==> config.mk <==
export PLATFORM = sky130hd
export DESIGN_NAME = logic_axi4_stream_packet_arbiter_flat
export DESIGN_NICKNAME = d
export VERILOG_FILES = /design/src/rtl/logic_axi4_stream_packet_arbiter_if.sv /design/src/rtl/logic_axi4_stream_packet_arbiter.sv /design/src/flat_wrapper.sv
export SDC_FILE = /design/constraint.sdc
export NUM_CORES = 1
export LEC_CHECK = 0
export BUFFER_PORTS_ARGS = -buffer_cell sky130_fd_sc_hd__buf_4
export CORE_AREA = 3 3 91 93
export CTS_CLUSTER_DIAMETER = 80
export DETAILED_ROUTE_END_ITERATION = 10
export DIE_AREA = 0 0 94 96
export PLACE_DENSITY = 0.7
export SETUP_SLACK_MARGIN = 0.05
export SLEW_MARGIN = 25
export SYNTH_ARGS = -nofsm -noshare
export SYNTH_HDL_FRONTEND = slang
export SYNTH_SLANG_ARGS = --single-unit
==> constraint.sdc <==
create_clock -name aclk -period 6.3 [get_ports aclk]
set_clock_uncertainty 0.2 [all_clocks]
set_input_delay 1.26 -clock aclk [delete_from_list [all_inputs] [get_ports aclk]]
set_output_delay 1.26 -clock aclk [all_outputs]
set_load 0.005 [all_outputs]
==> src/rtl/logic_axi4_stream_packet_arbiter_if.sv <==
// AXI4-Stream bundle used on both sides of the packet arbiter; LANES > 1 packs
// several streams side by side, lane i occupying slice i of every field.
interface logic_axi4_stream_packet_arbiter_if #(
  parameter int unsigned LANES       = 1,
  parameter int unsigned TDATA_BYTES = 4,
  parameter int unsigned TDEST_WIDTH = 1,
  parameter int unsigned TUSER_WIDTH = 1,
  parameter int unsigned TID_WIDTH   = 2
);
  logic [LANES-1:0]               tvalid;
  logic [LANES-1:0]               tlast;
  logic [LANES*TDATA_BYTES*8-1:0] tdata;
  logic [LANES*TDATA_BYTES-1:0]   tkeep;
  logic [LANES*TDATA_BYTES-1:0]   tstrb;
  logic [LANES*TDEST_WIDTH-1:0]   tdest;
  logic [LANES*TUSER_WIDTH-1:0]   tuser;
  logic [LANES*TID_WIDTH-1:0]     tid;
  logic [LANES-1:0]               tready;

  modport master (
    output tvalid, tlast, tdata, tkeep, tstrb, tdest, tuser, tid,
    input  tready
  );

  modport slave (
    input  tvalid, tlast, tdata, tkeep, tstrb, tdest, tuser, tid,
    output tready
  );
endinterface

==> src/rtl/logic_axi4_stream_packet_arbiter.sv <==
// Packet-aware round-robin arbiter merging INPUTS AXI4-Stream sources into one sink.
// Define LOGIC_AXI4_STREAM_PACKET_ARBITER_TID_TAG_EN to replace tx tid with the grant index.
module logic_axi4_stream_packet_arbiter #(
  parameter int unsigned INPUTS      = 4,
  parameter int unsigned TDATA_BYTES = 4,
  parameter int unsigned TDEST_WIDTH = 1,
  parameter int unsigned TUSER_WIDTH = 1,
  parameter int unsigned TID_WIDTH   = 2,
  parameter bit          USE_TLAST   = 1'b1
) (
  input  logic                        aclk,
  input  logic                        areset,
  logic_axi4_stream_packet_arbiter_if.slave  rx,
  logic_axi4_stream_packet_arbiter_if.master tx,
  output logic                        grant_active_o,
  output logic [$clog2(INPUTS)-1:0]   grant_index_o
);

  localparam int unsigned IdxW  = $clog2(INPUTS);
  localparam int unsigned DataW = TDATA_BYTES * 8;

  if (INPUTS < 2) begin : g_inputs_check
    $error("INPUTS must be at least 2");
  end

  typedef enum logic [0:0] {StIdle, StLocked} state_e;

  state_e            state_q, state_d;
  logic [IdxW-1:0]   grant_q, grant_d;
  logic [IdxW-1:0]   next_idx;
  logic [IdxW-1:0]   cand;
  logic              found;
  logic              locked;
  logic              xfer_last;

  assign locked    = (state_q == StLocked);
  assign xfer_last = locked & tx.tvalid[0] & tx.tready[0] & tx.tlast[0];

  // Round-robin search starting just after the last granted input.
  always_comb begin
    next_idx = grant_q;
    found    = 1'b0;
    cand     = grant_q;
    for (int k = 1; k <= int'(INPUTS); k++) begin
      cand = IdxW'((int'(grant_q) + k) % int'(INPUTS));
      if (!found && rx.tvalid[cand]) begin
        found    = 1'b1;
        next_idx = cand;
      end
    end
  end

  always_comb begin
    state_d = state_q;
    grant_d = grant_q;
    unique case (state_q)
      StIdle: begin
        if (found) begin
          grant_d = next_idx;
          state_d = StLocked;
        end
      end
      StLocked: begin
        if (xfer_last) state_d = StIdle;
      end
      default: state_d = StIdle;
    endcase
  end

  always_ff @(posedge aclk or posedge areset) begin
    if (areset) begin
      state_q <= StIdle;
      grant_q <= IdxW'(INPUTS - 1);
    end else begin
      state_q <= state_d;
      grant_q <= grant_d;
    end
  end

  // Combinational pass-through of the granted lane; everything is zero outside LOCKED.
  always_comb begin
    rx.tready = '0;
    tx.tvalid = '0;
    tx.tlast  = '0;
    tx.tdata  = '0;
    tx.tkeep  = '0;
    tx.tstrb  = '0;
    tx.tdest  = '0;
    tx.tuser  = '0;
    tx.tid    = '0;
    if (locked) begin
      tx.tvalid[0] = rx.tvalid[grant_q];
      tx.tlast[0]  = USE_TLAST ? rx.tlast[grant_q] : 1'b1;
      tx.tdata     = rx.tdata[grant_q*DataW +: DataW];
      tx.tkeep     = rx.tkeep[grant_q*TDATA_BYTES +: TDATA_BYTES];
      tx.tstrb     = rx.tstrb[grant_q*TDATA_BYTES +: TDATA_BYTES];
      tx.tdest     = rx.tdest[grant_q*TDEST_WIDTH +: TDEST_WIDTH];
      tx.tuser     = rx.tuser[grant_q*TUSER_WIDTH +: TUSER_WIDTH];
`ifdef LOGIC_AXI4_STREAM_PACKET_ARBITER_TID_TAG_EN
      tx.tid       = TID_WIDTH'(grant_q);
`else
      tx.tid       = rx.tid[grant_q*TID_WIDTH +: TID_WIDTH];
`endif
      rx.tready[grant_q] = tx.tready[0];
    end
  end

`ifdef LOGIC_AXI4_STREAM_PACKET_ARBITER_TID_TAG_EN
  if (TID_WIDTH < $clog2(INPUTS)) begin : g_tid_width_check
    $error("TID_WIDTH too narrow to carry the grant index");
  end
  logic unused_rx_tid;
  assign unused_rx_tid = ^rx.tid;
`endif

  assign grant_active_o = locked;
  assign grant_index_o  = grant_q;

endmodule

==> src/flat_wrapper.sv <==
// flat-port wrapper written by rule: the top's interface ports become plain ports
module logic_axi4_stream_packet_arbiter_flat 
#(
  parameter int unsigned INPUTS      = 4,
  parameter int unsigned TDATA_BYTES = 4,
  parameter int unsigned TDEST_WIDTH = 1,
  parameter int unsigned TUSER_WIDTH = 1,
  parameter int unsigned TID_WIDTH   = 2,
  parameter bit          USE_TLAST   = 1'b1
)
  (aclk, areset, grant_active_o, grant_index_o, rx_tvalid, rx_tlast, rx_tdata, rx_tkeep, rx_tstrb, rx_tdest, rx_tuser, rx_tid, rx_tready, tx_tvalid, tx_tlast, tx_tdata, tx_tkeep, tx_tstrb, tx_tdest, tx_tuser, tx_tid, tx_tready);
  logic_axi4_stream_packet_arbiter_if #(.LANES(4), .TDATA_BYTES(TDATA_BYTES), .TDEST_WIDTH(TDEST_WIDTH), .TUSER_WIDTH(TUSER_WIDTH), .TID_WIDTH(TID_WIDTH)) rx_i ();
  logic_axi4_stream_packet_arbiter_if #(.LANES(1), .TDATA_BYTES(TDATA_BYTES), .TDEST_WIDTH(TDEST_WIDTH), .TUSER_WIDTH(TUSER_WIDTH), .TID_WIDTH(TID_WIDTH)) tx_i ();
  input  logic aclk;
  input  logic areset;
  output logic grant_active_o;
  output logic [$clog2(INPUTS)-1:0] grant_index_o;
  input wire logic [$bits(rx_i.tvalid)-1:0] rx_tvalid;
  input wire logic [$bits(rx_i.tlast)-1:0] rx_tlast;
  input wire logic [$bits(rx_i.tdata)-1:0] rx_tdata;
  input wire logic [$bits(rx_i.tkeep)-1:0] rx_tkeep;
  input wire logic [$bits(rx_i.tstrb)-1:0] rx_tstrb;
  input wire logic [$bits(rx_i.tdest)-1:0] rx_tdest;
  input wire logic [$bits(rx_i.tuser)-1:0] rx_tuser;
  input wire logic [$bits(rx_i.tid)-1:0] rx_tid;
  output wire logic [$bits(rx_i.tready)-1:0] rx_tready;
  output wire logic [$bits(tx_i.tvalid)-1:0] tx_tvalid;
  output wire logic [$bits(tx_i.tlast)-1:0] tx_tlast;
  output wire logic [$bits(tx_i.tdata)-1:0] tx_tdata;
  output wire logic [$bits(tx_i.tkeep)-1:0] tx_tkeep;
  output wire logic [$bits(tx_i.tstrb)-1:0] tx_tstrb;
  output wire logic [$bits(tx_i.tdest)-1:0] tx_tdest;
  output wire logic [$bits(tx_i.tuser)-1:0] tx_tuser;
  output wire logic [$bits(tx_i.tid)-1:0] tx_tid;
  input wire logic [$bits(tx_i.tready)-1:0] tx_tready;
  assign rx_i.tvalid = rx_tvalid;
  assign rx_i.tlast = rx_tlast;
  assign rx_i.tdata = rx_tdata;
  assign rx_i.tkeep = rx_tkeep;
  assign rx_i.tstrb = rx_tstrb;
  assign rx_i.tdest = rx_tdest;
  assign rx_i.tuser = rx_tuser;
  assign rx_i.tid = rx_tid;
  assign rx_tready = rx_i.tready;
  assign tx_tvalid = tx_i.tvalid;
  assign tx_tlast = tx_i.tlast;
  assign tx_tdata = tx_i.tdata;
  assign tx_tkeep = tx_i.tkeep;
  assign tx_tstrb = tx_i.tstrb;
  assign tx_tdest = tx_i.tdest;
  assign tx_tuser = tx_i.tuser;
  assign tx_tid = tx_i.tid;
  assign tx_i.tready = tx_tready;
  logic_axi4_stream_packet_arbiter #(.INPUTS(INPUTS), .TDATA_BYTES(TDATA_BYTES), .TDEST_WIDTH(TDEST_WIDTH), .TUSER_WIDTH(TUSER_WIDTH), .TID_WIDTH(TID_WIDTH), .USE_TLAST(USE_TLAST)) u_core (.aclk(aclk), .areset(areset), .rx(rx_i), .tx(tx_i), .grant_active_o(grant_active_o), .grant_index_o(grant_index_o));
endmodule
# Word level (Yosys, flattened, before mapping)
# Index checks and enable logic that the tools add are counted.
# Widths: inputs -> output; s select.
[totals] output_inout_bits=53 in_bits=187 mem_bits_rw=0 reg_bits=3 word_cells=66 latchBits=0 n_memories=0 rom_bits=0
[op_classes] multipliers=0 reduce_logical=9 n_bitwise=5 addsub=4 div=0 eq_ne=0 n_lt_le_gt_ge=6 shift=6 mux=34
[op_table] op="$shiftx 128x8->32" n=1
[op_table] op="$mux 32" n=1
[op_table] op="$shiftx 16x5->4" n=2
[op_table] op="$mux 1" n=17
[op_table] op="$lt 2x3->1 const B" n=5
[op_table] op="$bmux 1 s2" n=6
[op_table] op="$mux 4" n=3
[op_table] op="$mux 2" n=5
[op_table] op="$shiftx 4x3->1" n=2
[op_table] op="$shiftx 8x4->2" n=1
[op_table] op="$add 2x1->2 const B" n=2
[op_table] op="$add 2x2->2 const B" n=2
[op_table] op="$and 4x4->4" n=1
[op_table] op="$logic_and 1x1->1" n=4
[op_table] op="$reduce_bool 4->1" n=1
[op_table] op="$and 1x1->1" n=3
[op_table] op="$logic_not 1->1" n=3
[op_table] op="$reduce_and 3->1" n=1
[op_table] op="$demux 1 s2" n=1
[op_table] op="$ge 2x1->1 const B" n=1
[op_table] op="$pmux 1 s2" n=1
[op_table] op="$not 1->1" n=1

# Longest topological paths before layout
# Gate-level depths: netlist (run 1).
[depth] depth_word=15 mapped_depth=9 ltp_nobuf=6

# Least setup slack after synthesis (run 1)
# No wires, ideal clock.
[synth_timing] path_kind="reg-to-output" startpoint="register u_core.grant_q[0] (netlist: u_core.grant_index_o[0])" endpoint="output port tx_tdata[30]" required_ps=4840 path_stages_with_launch=6 path_slack_ps=2920 t_arrival_ps=1920 path_buffers=3 path_cell_list="dfstp_2 -> buf_6 -> buf_2 -> buf_2 -> mux4_2 -> and2_1"
[synth_between] elab_chain_cells=2
[synth_lines] element="from (decl)" line="logic_axi4_stream_packet_arbiter.sv:29" source="logic [IdxW-1:0] grant_q, grant_d;"
[synth_lines] element="from (signal assigned)" line="logic_axi4_stream_packet_arbiter.sv:73" source="grant_q <= IdxW'(INPUTS - 1);"
[synth_lines] element="from (signal assigned)" line="logic_axi4_stream_packet_arbiter.sv:76" source="grant_q <= grant_d;"
[synth_lines] element="$shiftx 128x8->32" line="logic_axi4_stream_packet_arbiter.sv:94" source="tx.tdata = rx.tdata[grant_q*DataW +: DataW];"
[synth_lines] element="$mux 32" line="logic_axi4_stream_packet_arbiter.sv:91" source="if (locked) begin"
[synth_lines] element="to (decl)" line="flat_wrapper.sv:29" source="output wire logic [$bits(tx_i.tdata)-1:0] tx_tdata;"
# No other way between the ends.

# Worst setup path in the final report (run 1)
[layout_timing] startpoint="register u_core.grant_q[0] (netlist: u_core.grant_index_o[0])" endpoint="output port tx_tlast"
[layout_between] elab_chain_cells=3
[layout_lines] element="$bmux 1 s2" line="logic_axi4_stream_packet_arbiter.sv:93" source="tx.tlast[0] = USE_TLAST ? rx.tlast[grant_q] : 1'b1;"
[layout_lines] element="$mux 1 (not written as such)" line="logic_axi4_stream_packet_arbiter.sv:93"
[layout_lines] element="$mux 1" line="logic_axi4_stream_packet_arbiter.sv:91"
[layout_lines] element="to (decl)" line="flat_wrapper.sv:28" source="output wire logic [$bits(tx_i.tlast)-1:0] tx_tlast;"
# No other way between the ends. The select of a mux whose other input is x is not followed.

==> run metrics, run 1 <==
top cells by area, synth=mux4_2 (62%), and2_1 (16%), dfstp_2 (3.0%); Worst R2R Start=u_core.grant_index_o[0]; initial antenna violation count=0; cells after synthesis=146; crit end category=output pin; total CTS buffers=3; CP arrival=2380 ps; largest stage delay on the critical path=1160 ps; core area=7610 µm²; Detailed Route WL=7590 µm; RSZ-0062 raised after global routing=no; Yosys top cell area share=62.4%; Pwr Density=359 nW/µm²; syn_area_per_cell=12.1 µm²; clk sink count=3; Worst path slowest cell=dfstp_4; # hold bufs at CTS=0; ANT nets after route=0; Mapped Nets=337; clock slew at reported path FFs=30 ps; I/O Buffers=239; Req. time, crit path=4840 ps; Rows=32; #FFs+latches synth=3; number of max-cap violations=0; Worst Hold Class=input pin to asynchronous set/reset pin; Layout Nets=565; final setup fails=0; Hold Vio Cnt, Final=0; CTS max path bufs=2; fill cell count=745; DRT iter0 DRCs=42; largest net degree at the start of global routing=55; max_slew headroom=42.2%; Pleak=0.00175 µW; RR Endpoint=u_core.grant_active_o; Wirelength per Cell=16.0 µm; status=finished clean; DRC=0; PostCTS Resize Cnt=0; Worst R2R Setup Slack=2990 ps; commonest non-fill, non-tap cell in the layout=buf_4; crit-path cells=mux4_2, and2_1, buf_4; fin crit period=3840 ps; total die area=9020 µm²; most frequent cells in the layout=buf_4 (241), mux4_2 (49), and2_1 (46); gpl congestion=0.761; dpl cells=471; Tightest Pin Transition=867 ps; Max VDD drop=0.000215 V; Seq/Total Area, Yosys=4.38%; first-pass GRT wire length=11,000 µm; CTS root buf=clkbuf_8; DIE WIDTH=94 µm; die span in y=96 µm; GRT Util Overall=15.2%; Post-CTS Setup Repair Bufs=0; CP Max Fanout=54; vias per cell=4.85; worst r2r path cells=5; n_diodes=0; Area Growth Syn to Fin=107%; critical path class=register to output pin; Starting Density=23.3%; vias in the first global route=2,363; 1st-pass router iterations=4; CTS tree=done; Ports=240; Via Count=2,303; Post-Syn Area=1770 µm²; Distinct cells, synth=28; Yosys top cell by area=mux4_2; period utilization=60.9%; fmax=0.261 GHz; total grt overflow=0; count of pins over their slew limit=0; Syn. warnings=0; Non-Filler Instances=475; overall power=1320 µW; H-tree levels=1; Setup Total Neg Slack=0 ps; layout cells sized above 1=79.4%; CP startpoint kind=register; clk_lat worst skew=230 ps; DP HPWL=6440 µm
-- metal layers --
metal	vias up	track usage (%)	share of wire, %
li1	1048	-	-
met1	1107	17.0	33
met2	143	29.4	56
met3	5	3.28	11
met4	0	3.01	0.67
met5	-	0	0
-- worst max-delay path, delay by kind of cell (launching register included) --
family / cells / cell delay [ps]
multiplexers: 1 / 630
AND/OR/NAND/NOR: 1 / 170
buffers and inverters: 1 / 130
flip-flops: 1 / 1160
-- report_power, final --
group          internal, µW  total (µW)  switching (µW)
combinational           742        1080             341
sequential             38.5         176             138
clock                  43.4        58.9            15.5
-- state kept, by name, summed over array words and instances, names as in the netlist --
register / cells
u_core.grant_index_o: 2
u_core.grant_active_o: 1
-- metrics by stage --
| step | setup WS [ps] | util, % | hold WS (ps) | cell area [µm²] |
|---|---|---|---|---|
| finish | 2460 | 48.2 | 705 | 3670 |
| detailed placement | 2630 | 47.6 | 770 | 3620 |
| CTS | 2430 | 48.2 | 708 | 3670 |
| global route | 2330 | 48.2 | 711 | 3670 |
| global placement | 2630 | 47.6 | 746 | 3620 |
| floorplan | 2920 | - | 454 | 1770 |
-- cell families (layout without fill, tap and decap cells) --
kind of cell,Yosys count,count (layout),synth area share [%]
simple gates,57,57,19.9
mux,50,50,63.0
buf+inv,22,249,5.73
compound gates,10,10,4.10
fa+ha+maj,4,4,2.83
flops,3,3,4.38
-- worst max path at each step --
stage / startpoint / end / slack [ps] / cells after the start
floorplan: u_core.grant_index_o[0] / tx_tdata[30] / 2920 / 5
global placement: rx_tvalid[3] / tx_tvalid / 2630 / 4
detailed placement: rx_tvalid[3] / tx_tvalid / 2630 / 4
CTS: u_core.grant_index_o[0] / tx_tdata[25] / 2430 / 3
global route: u_core.grant_index_o[0] / tx_tdata[25] / 2330 / 3
finish: u_core.grant_index_o[0] / tx_tlast / 2460 / 3
-- layout make-up --
class	count	area (µm²)	share of cell area, %
clock buffers	4	45.0	1.23
inverters	4	15.0	0.409
multi-input cells	121	1590	43.3
flip-flops and latches	3	81.3	2.22
well taps	102	128	3.48
repair buffers	241	1810	49.3
-- synth_stat cells, drive strengths merged --
| library cell | number |
|---|---|
| a21o | 1 |
| a21oi | 1 |
| a221o | 1 |
| a22oi | 1 |
| a32oi | 1 |
| and2 | 46 |
| and3 | 4 |
| buf | 9 |
| clkbuf | 9 |
| dfrtp | 1 |
| dfstp | 2 |
| ha | 4 |
| inv | 4 |
| mux2 | 1 |
| mux4 | 49 |
| nand2b | 1 |
| nand4 | 1 |
| nor2 | 2 |
| nor2b | 1 |
| nor4 | 1 |
| o211ai | 1 |
| o21a | 2 |
| o21ai | 1 |
| o22ai | 1 |
| or4 | 1 |
Note: power is estimated with default switching activity, not from simulation.
==> run 2: changes to the inputs <==
ABC_AREA = 1   (was unset)
CORE_AREA = unset   (was 3 3 91 93)
CORE_MARGIN = 3   (was unset)
CORE_UTILIZATION = 25   (was unset)
DIE_AREA = unset   (was 0 0 94 96)
PLACE_DENSITY = 0.74   (was 0.7)
clock period = 3.2 ns   (was 6.3 ns; I/O delays follow)
==> run 2 against run 1 <==
Routed wire length increased by 38%; die area down 1.9%; register-to-register slack worse by 2300 ps; clock power increased by 88%; non-clock buffer count increased by 4; power is 120% higher; sequential share of layout area down 0.090 points; area after synthesis is 9.6% higher; global-route usage grew 6.1 points; critical path depth is 2 higher; cell area up 4.2%.
==> run metrics, run 2 <==
Yosys top cell area share=36.2% (was 62.4%); Layout Nets=830 (was 565); DP HPWL=8200 µm (was 6440 µm); CP arrival=1970 ps (was 2380 ps); RSZ-0062 raised after global routing=no (unchanged); Pwr Density=761 nW/µm² (was 359 nW/µm²); final setup fails=0 (unchanged); CP Max Fanout=37 (was 54); PostCTS Resize Cnt=0 (unchanged); CP dominant cell by count=buf_4; Largest delay share family, worst path=buffers and inverters (was flip-flops); Distinct cells, synth=17 (was 28); commonest non-fill, non-tap cell in the layout=buf_4 (unchanged); GRT Util Overall=21.3% (was 15.2%); CTS tree=done (unchanged); largest stage delay on the critical path=470 ps (was 1160 ps); Post-synth EDFFs=0 (unchanged); Post-Syn Area=1940 µm² (was 1770 µm²); total die area=8850 µm² (was 9020 µm²); period utilization=87.8%; n_diodes=0 (unchanged); adder-cell share of the synthesized area=2.58% (was 2.83%); Starting Density=26.3% (was 23.3%); fill cell count=781 (was 745); DIE WIDTH=94.1 µm (was 94 µm); Tightest Pin Transition=579 ps (was 867 ps); crit end category=output pin (unchanged); fin crit period=2810 ps; top cells by area, synth=nor2_1 (36%), o21ai_0 (21%), a21oi_1 (12%) (was mux4_2 (62%), and2_1 (16%), dfstp_2 (3.0%)); Mapped Nets=615 (was 337); Via Count=3,614 (was 2,303); 1st-pass router iterations=4 (unchanged); Detailed Route WL=10,500 µm (was 7590 µm); #FFs+latches synth=3 (unchanged); cells after synthesis=424 (was 146); critical path class=register to output pin (unchanged); Wirelength per Cell=14.2 µm (was 16.0 µm); pre-CTS setup slack=632 ps (was 2630 ps); vias in the first global route=3,339 (was 2,363); initial antenna violation count=0 (unchanged); Yosys top cell by area=nor2_1 (was mux4_2); clk_lat worst skew=220 ps (was 230 ps); first-pass GRT wire length=15,600 µm (was 11,000 µm); total grt overflow=0 (unchanged); worst r2r path cells=10 (was 5); Critical Path Stages=5 (was 3); core area=7370 µm² (was 7610 µm²); # hold bufs at CTS=0 (unchanged); clock slew at reported path FFs=30 ps (about the same); syn_area_per_cell=4.57 µm² (was 12.1 µm²); Hold Vio Cnt, Final=0 (unchanged); Post-Synth Simple-Gate Area=47.4% (was 19.9%); DRT iter0 DRCs=154 (was 42); total CTS buffers=3 (unchanged); crit-path cells=inv_2, buf_4, o21ai_0, a21oi_1, buf_4 (was mux4_2, and2_1, buf_4); setup slack after layout=392 ps (was 2460 ps); Pleak=0.00197 µW (was 0.00175 µW); Setup Total Neg Slack=0 ps (unchanged); clk sink count=3 (unchanged); Buffers & Inverters on Critical Path=3 (was 1); max_slew headroom=61.4% (was 42.2%); overall power=2910 µW (was 1320 µW); Max VDD drop=0.000361 V (was 0.000215 V); Ports=240 (unchanged); number of max-cap violations=0 (unchanged); CP startpoint kind=register (unchanged); compound-cell area share of the yosys netlist=35.6% (was 4.10%); Post-CTS Setup Repair Bufs=0 (unchanged); H-tree levels=1 (unchanged); CTS max path bufs=2 (unchanged); gpl congestion=0.869 (was 0.761); Worst Hold Class=input pin to asynchronous set/reset pin (unchanged); count leader, synth=nor2_1 (was mux4_2); ANT nets after route=0 (unchanged); DRC=0 (unchanged); ys async rst share=100% (unchanged); I/O Buffers=239 (unchanged); max reg flops=2 (unchanged); fmax=0.356 GHz; Worst path slowest cell=dfstp_4 (unchanged); Req. time, crit path=2360 ps (was 4840 ps); Area Growth Syn to Fin=97.2% (was 107%); die span in y=94.1 µm (was 96 µm); top cells by count, synth=nor2_1 (187), o21ai_0 (83), a21oi_1 (47), nand2_1 (28), clkbuf_1 (17) (was mux4_2 (49), and2_1 (46), clkbuf_1 (9), buf_2 (6)); Rows=31 (was 32); status=finished clean (unchanged); Seq/Total Area, Yosys=4.00% (was 4.38%); main combinational cell family by area after synthesis=simple AND/OR/NAND/NOR gates (was multiplexers); ys flop type=dfstp_2 (unchanged); layout cells sized above 1=40.4% (was 79.4%); CTS root buf=clkbuf_8 (unchanged); largest net degree at the start of global routing=99 (was 55); Synth Area in XOR/XNOR=0% (unchanged); most frequent cells in the layout=buf_4 (242), nor2_1 (187), o21ai_0 (83) (was buf_4 (241), mux4_2 (49), and2_1 (46)); vias per cell=4.90 (was 4.85); Syn. warnings=0 (unchanged); count of pins over their slew limit=0 (unchanged); mux cell area share after synthesis=0% (was 63.0%)
==> run 2: cell types whose count changed after synthesis, moves of 7 or more <==
cell	delta
nand2_1	+28
and2_1	-46
buf_2	+9
a21oi_1	+46
mux4_2	-49
o21ai_1	+7
clkbuf_1	+8
nor2_1	+185
nand3_1	+12
o21ai_0	+83
==> run 2: cell families after synthesis <==
kind of cell / count (synthesis)
buf+inv: 45
fa+ha+maj: 4
simple gates: 234
compound gates: 138
flops: 3
==> run 2: metal layers <==
| metal | vias to the layer above | GRT usage (%) | routed length (µm) | share of wire (%) |
|---|---|---|---|---|
| met1 | 1588 | 23.6 | 3680 | 35 |
| met4 | 0 | 3.97 | 146 | 1.4 |
| li1 | 1812 | - | - | - |
| met5 | - | 0 | 0 | 0 |
| met2 | 200 | 41.0 | 5400 | 52 |
| met3 | 14 | 5.05 | 1230 | 12 |
==> run 2: through the flow <==
step | hold slack, ps | cell area (µm²) | utilization [%] | cells
floorplan | 192 | 1940 | - | 424
global placement | 328 | 3780 | 51.3 | 733
detailed placement | 329 | 3780 | 51.3 | 733
CTS | 97.9 | 3820 | 51.9 | 737
global route | 106 | 3820 | 51.9 | 737
finish | 94.2 | 3820 | 51.9 | 737
==> run 2: final timing paths <==
path | slack, ps | endpoint | start
max | 390 | tx_tdata[2] | u_core.grant_index_o[0]
min | 90 | u_core.grant_active_o | areset
max reg2reg | 740 | u_core.grant_index_o[0] | u_core.grant_index_o[0]
min reg2reg | 460 | u_core.grant_active_o | u_core.grant_active_o
max in group asynchronous | 2490 | u_core.grant_index_o[0] | areset
min in group aclk | 460 | u_core.grant_active_o | u_core.grant_active_o
==> run 2: cell type report <==
type	instances	area (µm²)	share of cell area (%)
sequential	3	81.3	2.13
timing repair buffer	245	1880	49.1
tap	99	124	3.24
multi-input combinational	376	1660	43.4
inverter	10	37.5	0.982
clock buffer	4	45.0	1.18
==> run 2: where the power goes <==
part	internal [µW]	switching (µW)
logic	1260	1450
clock network	85.0	25.7
registers	67.3	14.3
